**src/rtl/score_pkg.sv**
```systemverilog
// Shared types and seven-segment constants for the score counter and its HEX encoders.
package score_pkg;

  typedef logic [3:0] bcd_t;

  // Active-low {g,f,e,d,c,b,a} codes for numerals 0..9.
  localparam logic [6:0] SEG_LUT [0:9] = '{
    7'b1000000, 7'b1111001, 7'b0100100, 7'b0110000, 7'b0011001,
    7'b0010010, 7'b0000010, 7'b1111000, 7'b0000000, 7'b0010000
  };

  localparam logic [6:0] SEG_BLANK = 7'b1111111;

endpackage

```
**src/rtl/seg7_encode.sv**
```systemverilog
// One BCD digit to an active-low seven-segment pattern; non-decimal values and the blank flag show nothing.
module seg7_encode
  import score_pkg::*;
(
  input  bcd_t       digit,
  input  logic       blank,
  output logic [6:0] seg
);

  always_comb begin
    seg = SEG_BLANK;
    if (!blank && (digit < 4'd10)) seg = SEG_LUT[digit];
  end

endmodule

```
**src/rtl/score_encoder.sv**
```systemverilog
// BCD game-score counter with best-score register and registered HEX display drive.
// Build option SCORE_LEADING_BLANK_EN blanks leading zero digits above digit 0.
module score_encoder
  import score_pkg::*;
#(
  parameter int DIGITS = 2
) (
  input  logic                    clk,
  input  logic                    reset,
  input  logic                    inc,
  input  logic                    restart,
  input  logic                    freeze,
  input  logic                    show_best,
  output logic [4*DIGITS-1:0]     score_bcd,
  output logic [4*DIGITS-1:0]     best_bcd,
  output logic [DIGITS-1:0][6:0]  HEXout,
  output logic                    maxed
);

  logic                   inc_q, inc_d;
  logic                   freeze_q, freeze_d;
  logic [4*DIGITS-1:0]    score_q, score_d;
  logic [4*DIGITS-1:0]    best_q, best_d;
  logic [DIGITS-1:0][6:0] hex_q, hex_d;

  logic                   inc_fire;
  logic                   freeze_rise;
  logic [4*DIGITS-1:0]    score_inc;
  logic [4*DIGITS-1:0]    disp;
  logic [DIGITS-1:0]      blank;
  logic                   carry;
  logic                   lead_zero;

  always_comb begin
    inc_d       = inc;
    freeze_d    = freeze;
    inc_fire    = inc & ~inc_q & ~freeze & ~restart;
    freeze_rise = freeze & ~freeze_q;

    maxed = 1'b1;
    for (int i = 0; i < DIGITS; i++) begin
      if (score_q[4*i +: 4] != 4'd9) maxed = 1'b0;
    end

    // Ripple a +1 through the digits; a 9 rolls to 0 and passes the carry on.
    score_inc = score_q;
    carry     = 1'b1;
    for (int i = 0; i < DIGITS; i++) begin
      if (carry) begin
        if (score_q[4*i +: 4] == 4'd9) begin
          score_inc[4*i +: 4] = 4'd0;
        end else begin
          score_inc[4*i +: 4] = score_q[4*i +: 4] + 4'd1;
          carry = 1'b0;
        end
      end
    end

    score_d = score_q;
    if (restart)                score_d = '0;
    else if (inc_fire && !maxed) score_d = score_inc;

    // Packed BCD with valid digits orders the same as the numbers it holds.
    best_d = best_q;
    if (freeze_rise && (score_q > best_q)) best_d = score_q;

    disp = show_best ? best_q : score_q;

    blank     = '0;
    lead_zero = 1'b1;
`ifdef SCORE_LEADING_BLANK_EN
    for (int i = DIGITS - 1; i >= 1; i--) begin
      lead_zero = lead_zero & (disp[4*i +: 4] == 4'd0);
      blank[i]  = lead_zero;
    end
`else
    lead_zero = 1'b0;
`endif
  end

  for (genvar g = 0; g < DIGITS; g++) begin : g_seg
    seg7_encode u_seg (
      .digit (disp[4*g +: 4]),
      .blank (blank[g]),
      .seg   (hex_d[g])
    );
  end

  always_ff @(posedge clk) begin
    if (reset) begin
      inc_q    <= 1'b0;
      freeze_q <= 1'b0;
      score_q  <= '0;
      best_q   <= '0;
      for (int i = 0; i < DIGITS; i++) hex_q[i] <= SEG_LUT[0];
    end else begin
      inc_q    <= inc_d;
      freeze_q <= freeze_d;
      score_q  <= score_d;
      best_q   <= best_d;
      hex_q    <= hex_d;
    end
  end

  assign score_bcd = score_q;
  assign best_bcd  = best_q;
  assign HEXout    = hex_q;

endmodule

```
**config.mk**
```make
export PLATFORM = sky130hd
export DESIGN_NAME = score_encoder
export DESIGN_NICKNAME = d
export VERILOG_FILES = /design/src/rtl/score_pkg.sv /design/src/rtl/seg7_encode.sv /design/src/rtl/score_encoder.sv
export SDC_FILE = /design/constraint.sdc
export NUM_CORES = 1
export LEC_CHECK = 0
export CAP_MARGIN = 40
export CORE_MARGIN = 2
export CORE_UTILIZATION = 51
export DETAILED_ROUTE_END_ITERATION = 6
export GPL_TIMING_DRIVEN = 0
export PLACE_DENSITY = 0.79
export SYNTH_ARGS = -nofsm -noshare
export SYNTH_HDL_FRONTEND = slang
export SYNTH_SLANG_ARGS = --single-unit
```
**constraint.sdc**
```tcl
create_clock -name clk -period 1.98 [get_ports clk]
set_input_delay 0.594 -clock clk [delete_from_list [all_inputs] [get_ports clk]]
set_output_delay 0.594 -clock clk [all_outputs]
set_load 0.01 [all_outputs]
```
# Word level (Yosys, flattened, before mapping)
# Memory sizes are Yosys's and may differ from the RTL's.
# Cells that the tools add are included.
dict set report word_totals {
  ff_bits 32
  rom_bits 224
  inputBits 6
  out_inout_bits 31
  wordCells 53
  n_memories 2
}
# memory depth width read_ports rd_ports_with_merged_regs wr line_no
set mem_list {}
lappend mem_list {{(name not given)} 16 7 1 0 0 seg7_encode.sv:12} ;# if (!blank && (digit < 4'd10)) seg = SEG_LUT[digit];
lappend mem_list {{(name not given)} 16 7 1 0 0 seg7_encode.sv:12}
dict set report classes {
  add_sub_neg 2
  order_cmp 5
  eq_ne 4
  muxes 12
  bitwise_logic 12
  n_reduce_logical 7
}
# op count
set ops {}
lappend ops {{$mux W7} 4}
lappend ops {{$mux W6} 2}
lappend ops {{$ge A5 B5 Y1 const B} 2}
lappend ops {{$not A4 Y5} 2}
lappend ops {{$add A4 B1 Y4 const B} 2}
lappend ops {{$eq A4 B4 Y1 const B} 2}
lappend ops {{$gt A8 B8 Y1} 1}
lappend ops {{$lt A4 B4 Y1 const B} 2}
lappend ops {{$mux W4} 2}
lappend ops {{$mux W8} 1}
lappend ops {{$ne A4 B4 Y1 const B} 2}
lappend ops {{$not A1 Y1} 6}
lappend ops {{$reduce_or A2 Y1} 3}
lappend ops {{$and A1 B1 Y1} 4}
lappend ops {{$mux W1} 3}
lappend ops {{$logic_and A1 B1 Y1} 2}
lappend ops {{$reduce_and A2 Y1} 1}
lappend ops {{$logic_not A1 Y1} 1}

# Depth between registers and ports, before layout
# Gate-level depths: netlist of the first run.
dict set report logic_depth {
  word_depth 6
  ltp_mapped 8
  depth_no_buf 7
}

# By module
# A second synthesis of the first run with hierarchy kept.
dict set report unflattened {
  hier_cells 216
  area_unflattened_um2 1950.6
}
# mod n_inst cells_each area_per_inst_um2 seq_area_each_um2
set modules_own_cells {}
lappend modules_own_cells {score_encoder 1 154 1502.7 640.6}
lappend modules_own_cells {seg7_encode 2 31 224.0 0.0}

# Worst setup path before layout of the first run
# Ideal clock, no wire load.
dict set report synth_path {
  kind {input port to flip-flop}
  from {in show_best}
  to {reg hex_q, in the netlist HEXout[3]}
  setup_ns 0.124
  arrival_ns 1.681
  t_required_ns 1.856
  slack_ns 0.175
  cell_stages 7
  path_buffers 1
  path_cell_list {buf_6 mux2i_1 inv_1 ha_1 o21ai_0 a21oi_1 a21boi_0}
}
dict set report synth_via {
  elab_chain_cells 6
  elab_cells_between_ends 7
  cone_classes {1 x order compare; 4 x mux; 1 x bitwise; 1 x memory}
}
# item line_no
set synth_rtl {}
lappend synth_rtl {{start, declared} score_encoder.sv:13} ;# input logic show_best,
lappend synth_rtl {{$mux W8 *} score_encoder.sv:67} ;# disp = show_best ? best_q : score_q;
lappend synth_rtl {{$not A4 Y5 (implied by the code)} seg7_encode.sv:12}
lappend synth_rtl {{$mem_v2 Z16 W7} -}
lappend synth_rtl {{$mux W7 (implied by the code) (2 in series)} seg7_encode.sv:12}
lappend synth_rtl {{$mux W6 *} seg7_encode.sv:12}
lappend synth_rtl {{end signal, assigned} score_encoder.sv:101} ;# hex_q <= hex_d;
lappend synth_rtl {{end, declared} score_encoder.sv:24} ;# logic [DIGITS-1:0][6:0] hex_q, hex_d;
# Every way passes the cells marked *; elsewhere a longest branch is shown, timed or not. The select of a mux whose other input is x is not followed.
# A chain may end at the register's enable or synchronous reset.

# Worst setup path after layout of the first run
dict set report layout_path {
  from {reg best_q[0] (netlist: best_bcd[0])}
  to {out best_bcd[0]}
}
# item line_no
set layout_lines {}
lappend layout_lines {{start, declared} score_encoder.sv:23} ;# logic [4*DIGITS-1:0] best_q, best_d;
lappend layout_lines {{start signal, assigned} score_encoder.sv:100} ;# best_q <= best_d;
lappend layout_lines {{end, declared} score_encoder.sv:15} ;# output logic [4*DIGITS-1:0] best_bcd,
# No word-level cell between the ends.

==> results of run 1 <==
metrics by stage:
stage          util [%]  hold slack, ns
6_report           71.8           0.513
5_1_grt            71.8           0.533
4_1_cts            69.2           0.536
3_5_place_dp       66.1           0.506
3_3_place_gp       66.1           0.500
2_1_floorplan         -           0.516
routing by layer:
layer / wire, microns / track usage (%)
met1: 1690 / 22.6
met3: 185 / 5.71
met4: 72 / 8.15
met2: 1700 / 30.8
met5: 0 / 0
what timing repair did:
item                                    CTS  global route
resized for setup                        22            11
pin swaps                                 0             2
setup buffers                             0            10
hold buffers                              0             0
hold endpoints to repair                  0             0
endpoints found under the setup margin   22            19
state kept, by name, indices dropped and copies added, names as in the netlist:
name,flops
score_bcd,8
HEXout,14
best_bcd,8
freeze_q,1
inc_q,1
synthesized netlist by cell type (all sizes together) (2+ instances only):
| library cell | count |
|---|---|
| nand3 | 5 |
| a211oi | 6 |
| clkbuf | 4 |
| o21ai | 4 |
| nand4 | 4 |
| dfxtp | 32 |
| nor3 | 2 |
| nor2b | 4 |
| xnor2 | 2 |
| mux2 | 4 |
| a21boi | 2 |
| ha | 18 |
| buf | 2 |
| a21oi | 12 |
| o21a | 3 |
| xor2 | 5 |
| nor2 | 13 |
| nand2b | 18 |
| mux2i | 16 |
| nand2 | 17 |
| o22ai | 2 |
| inv | 13 |
where the power goes:
part | total [uW] | internal, uW | switching, uW
Sequential | 639 | 637 | 2.27
Combinational | 66.8 | 37.3 | 29.5
Clock | 390 | 175 | 215
Total | 1100 | 849 | 246
final timing paths:
| kind | slack [ns] | from | end | cells past startpoint |
|---|---|---|---|---|
| worst min-delay path | 0.51 | best_bcd[5] | best_bcd[5] | 2 |
| worst max-delay path | 0.06 | best_bcd[0] | best_bcd[0] | 1 |
| worst max register to register | 0.11 | score_bcd[6] | best_bcd[4] | 8 |
| worst min register to register | 0.51 | best_bcd[5] | best_bcd[5] | 2 |
cell families (layout without fill, tap and decap cells):
kind of cell / after synthesis / in the layout / synth area share (%)
buffers and inverters: 19 / 73 / 4.43
AO/OA/AOI/OAI: 30 / 30 / 10.1
multiplexers: 20 / 20 / 11.8
adder cells (fa/ha/maj): 18 / 18 / 12.5
flip-flops: 32 / 32 / 35.5
XOR/XNOR: 7 / 7 / 3.40
AND/OR/NAND/NOR: 72 / 72 / 22.3
cell type report:
| cell class | count | share of cell area [%] |
|---|---|---|
| Multi-Input combinational cell | 147 | 46.3 |
| Sequential cell | 32 | 27.8 |
| Timing Repair Buffer | 46 | 17.6 |
| Clock buffer | 8 | 2.43 |
| Tap cell | 46 | 2.38 |
| Inverter | 13 | 2.02 |
| Buffer | 6 | 1.40 |
==> impl_metrics.csv, run 1 <==
group,metric,value,unit
floorplan,ios,37,
setup_path,cp_top_family,"buffers and inverters",
floorplan,die_h,63.5,microns
clock_network,clkLatencyLatePin,0.34,ns
floorplan,initial_core_util,53.7,%
floorplan,core,3360,sq um
hold_path,min_path_type,"reg -> reg",
finish,final_common_cell,"clkdlybuf4s50_1",
setup_path,path_buf_inv,1,
drt,via_count,1534,
grt,antenna_found_initial,0,
sta,tns,0,ns
setup_path,critical_path.slowest_cell,"clkdlybuf4s50_1",
grt,grt_pass1_wl,5.98,mm
finish,layout_common_cells,"clkdlybuf4s50_1 (34), dfxtp_1 (21), nand2b_1 (18), ha_1 (18), nand2_1 (16)",
finish,seqCellArea,672,sq um
setup_path,worstSetupEndpointType,"output port",
clock_network,cts_root_buf,"clkbuf_4",
clock_network,tritoncts,"done",
finish,drive_above_1_share,17.9,%
sta,clock_skew,0.00542,ns
clock_network,cts_buffers,5,
sta,period_share,96.9,%
finish,syn_to_final_growth,33.8,%
sta,slew_headroom,65.8,%
finish,multi_input_area,1120,sq um
floorplan,dieArea,4030,sq um
synthesis,yosys_warnings,0,
pwr,total_power,1100,uW
synthesis,syn_area,1810,sq um
synthesis,synth_edf_count,0,
grt,grt_pass1_vias,1361,
drt,via_per_inst,5.15,
setup_path,path_cells,"clkdlybuf4s50_1",
finish,instances_no_fill,298,
synthesis,syn_area_per_cell,9.12,sq um
floorplan,std_cell_rows,21,
synthesis,synth_top_area_share,35.5,%
synthesis,ys_ff_latch,32,
placed_design,hpwl,2.58,mm
finish,final_nets,275,
grt,grt_max_degree,11,
synthesis,synthArstFlopShare,0,%
sta,max_clock_freq,521,MHz
floorplan,die_w,63.5,microns
drt,avgRoutedWirePerCell,12.2,microns
clock_network,cts_sinks,32,
setup_path,cp_data_required_time,1.39,ns
sta,setup_ws,0.0606,ns
finish,filler_cell_count,284,
drt,wirelength,3.65,mm
placed_design,finalWeightedCongestion,0.859,
placed_design,dp_slack,-0.640,ns
setup_path,arrival,1.33,ns
drt,ant_nets,0,
drt,drc_errors,0,
synthesis,synth_fp_nets,222,
drt,dr.pass1.iters,4,
setup_path,max_stage_delay,0.57,ns
placed_design,dpl.cell_count,280,
pwr,power_density,453,nW/um^2
placed_design,io_buffers,36,
clock_network,cts.clk_slew.worst_paths,0.09,ns
setup_path,cp_max_fo,4,
clock_network,cts-htree-levels,2,
synthesis,synth_seq_area_share,35.5,%
sta,slew_violations,0,
sta,tightest_slew,0.498,ns
grt,track_usage,18.8,%
clock_network,clk_path_buf_depth,2,
setup_path,setup.worst_path.class,"reg -> out",
pwr,irDropWorstVdd,360,uV
synthesis,ys.flop_type,"dfxtp_1",
placed_design,place_area,2220,sq um
outcome,status,"finished clean",
synthesis,synth_area_leaders,"dfxtp_1 (35%), ha_1 (12%), mux2i_1 (8.9%)",
finish,diodes,0,
synthesis,synth_top_area_cell,"dfxtp_1",
sta,finalHoldViolCount,0,
sta,finalCriticalPeriod,1.92,ns
synthesis,synth_cells,198,
synthesis,yosysUniqueCellTypes,35,
pwr,p_leak,0.000950,uW
sta,setup_violations,0,
grt,grt_overflow,0,
drt,drt_iter0_drc,40,
finish,post-route-cell-area,2420,sq um
job,max_cap_violations,0,
setup_path,startpoint_type,"register",
(Power assumes the default switching activity.)
==> inputs of run 2 (changes only) <==
--- a/config.mk
+++ b/config.mk
@@ -14,3 +14,4 @@
 export SYNTH_ARGS = -nofsm -noshare
 export SYNTH_HDL_FRONTEND = slang
 export SYNTH_SLANG_ARGS = --single-unit
+export TNS_END_PERCENT = 20
==> run 2 against run 1 <==
Against the previous run: non-clock buffer count fell by 1; clock skew barely moved; first-iteration DRC count fell by 15%; highest routed layer unchanged.
==> impl_metrics.csv, run 2 (synthesis results as in run 1) <==
group,metric,value,unit
outcome,status,"finished clean",
floorplan,core,3360,sq um
grt,grt_overflow,0,
pwr,power_switching,252,uW
clock_network,cts.clk_slew.worst_paths,0.10,ns
sta,slew_violations,0,
finish,drive_above_1_share,17.1,%
finish,largest_reg_flops,14,
drt,avgRoutedWirePerCell,12.3,microns
setup_path,worstSetupEndpointType,"output port",
clock_network,cts-htree-levels,2,
setup_path,startpoint_type,"register",
drt,wirelength,3.65,mm
clock_network,clk_path_buf_depth,2,
clock_network,clkLatencyLatePin,0.34,ns
setup_path,cp_max_fo,4,
job,max_cap_violations,0,
clock_network,cts_root_buf,"clkbuf_4",
setup_path,setup.worst_path.class,"reg -> out",
finish,post-route-cell-area,2410,sq um
setup_path,crit_start,"best_bcd[0]",
floorplan,dieArea,4030,sq um
setup_path,arrival,1.33,ns
sta,finalCriticalPeriod,1.93,ns
sta,period_share,97.4,%
drt,dr.pass1.iters,4,
sta,finalHoldViolCount,0,
sta,whs,0.512,ns
pwr,irDropWorstVdd,360,uV
finish,final_nets,274,
drt,via_per_inst,5.11,
placed_design,io_buffers,36,
pwr,seqPwrFrac,58.0,%
floorplan,ios,37,
finish,layout_common_cells,"clkdlybuf4s50_1 (34), dfxtp_1 (21), nand2b_1 (18), ha_1 (18), nand2_1 (16)",
sta,slew_headroom,65.9,%
pwr,clkPwrFrac,35.9,%
sta,max_clock_freq,518,MHz
floorplan,die_h,63.5,microns
setup_path,path_cells,"clkdlybuf4s50_1",
floorplan,std_cell_rows,21,
pwr,p_int,849,uW
placed_design,dp_slack,-0.640,ns
placed_design,hpwl,2.58,mm
clock_network,cts_hold_buf,0,
sta,setup_violations,0,
pwr,sw_frac_of_total,22.9,%
setup_path,path_buf_inv,1,
setup_path,critical_path.slowest_cell,"clkdlybuf4s50_1",
sta,clock_skew,0.00529,ns
finish,diodes,0,
grt,grt_pass1_vias,1361,
placed_design,finalWeightedCongestion,0.859,
placed_design,place_area,2220,sq um
drt,ant_nets,0,
clock_network,cts_sinks,32,
drt,via_count,1519,
grt,grt_max_degree,11,
drt,drt_iter0_drc,34,
sta,rsz0062_at_grt,"yes",
setup_path,cp_data_required_time,1.39,ns
pwr,power_density,456,nW/um^2
sta,tns,0,ns
finish,syn_to_final_growth,33.7,%
floorplan,initial_core_util,53.7,%
grt,track_usage,18.8,%
pwr,p_leak,0.000945,uW
drt,drc_errors,0,
setup_path,r2r-start,"score_bcd[6]",
sta,setup_ws,0.0512,ns
clock_network,cts_buffers,5,
clock_network,tritoncts,"done",
grt,grt_pass1_wl,5.98,mm
floorplan,die_w,63.5,microns
hold_path,min_path_type,"reg -> reg",
hold_path,hp-start,"best_bcd[5]",
sta,tightest_slew,0.497,ns
grt,antenna_found_initial,0,
finish,final_common_cell,"clkdlybuf4s50_1",
setup_path,cp_top_family,"buffers and inverters",
setup_path,max_stage_delay,0.57,ns
pwr,combPwrFrac,6.0,%
==> run 2: changes by cell type in the layout (fill, tap and decap cells not counted) <==
cell and change:
clkdlybuf4s15_1 +1, buf_4 -1, clkbuf_2 -1
==> run 2: per-layer routing <==
metal	vias to the layer above	wire [microns]	global-route usage, %
met4	0	99	8.15
met3	10	162	5.71
li1	785	-	-
met5	-	0	0
met2	36	1680	30.8
met1	688	1710	22.6
==> run 2: power by group through the flow <==
stage | Sequential (uW) | Clock, uW | Combinational [uW]
global route | 640 | 439 | 71.0
floorplan | 663 | 0 | 32.9
CTS | 645 | 403 | 58.4
finish | 639 | 396 | 66.1
detailed placement | 663 | 0 | 55.9
global placement | 663 | 0 | 56.0
==> run 2: path summary, 6_finish.rpt <==
path	endpoint	slack [ns]	depth (start not counted)
setup reg to reg	best_bcd[4]	0.11	8
hold reg to reg	best_bcd[5]	0.51	2
hold / removal	best_bcd[5]	0.51	2
setup / recovery	best_bcd[0]	0.05	1
==> run 2: cell type report <==
| class | count | area (sq um) |
|---|---|---|
| tap | 46 | 57.6 |
| clock buffer | 8 | 58.8 |
| inverter | 13 | 48.8 |
| timing repair buffer | 45 | 423 |
| multi-input combinational | 147 | 1120 |
| fill | 285 | 950 |
| buffer | 6 | 33.8 |
| sequential | 32 | 672 |
==> run 2: stage by stage <==
step,total power (uW),std cells,utilization [%]
2_1_floorplan,696,198,-
3_3_place_gp,719,280,66.1
3_5_place_dp,719,280,66.1
4_1_cts,1110,288,69.2
5_1_grt,1150,297,71.8
6_report,1100,297,71.8
==> run 2: what timing repair did <==
action | 4_1_cts | 5_1_grt
buffers inserted | 0 | 9
resized for setup | 22 | 10
pin swaps | 0 | 1
endpoints found under the setup margin | 22 | 19
endpoints found under the hold margin | 0 | 0
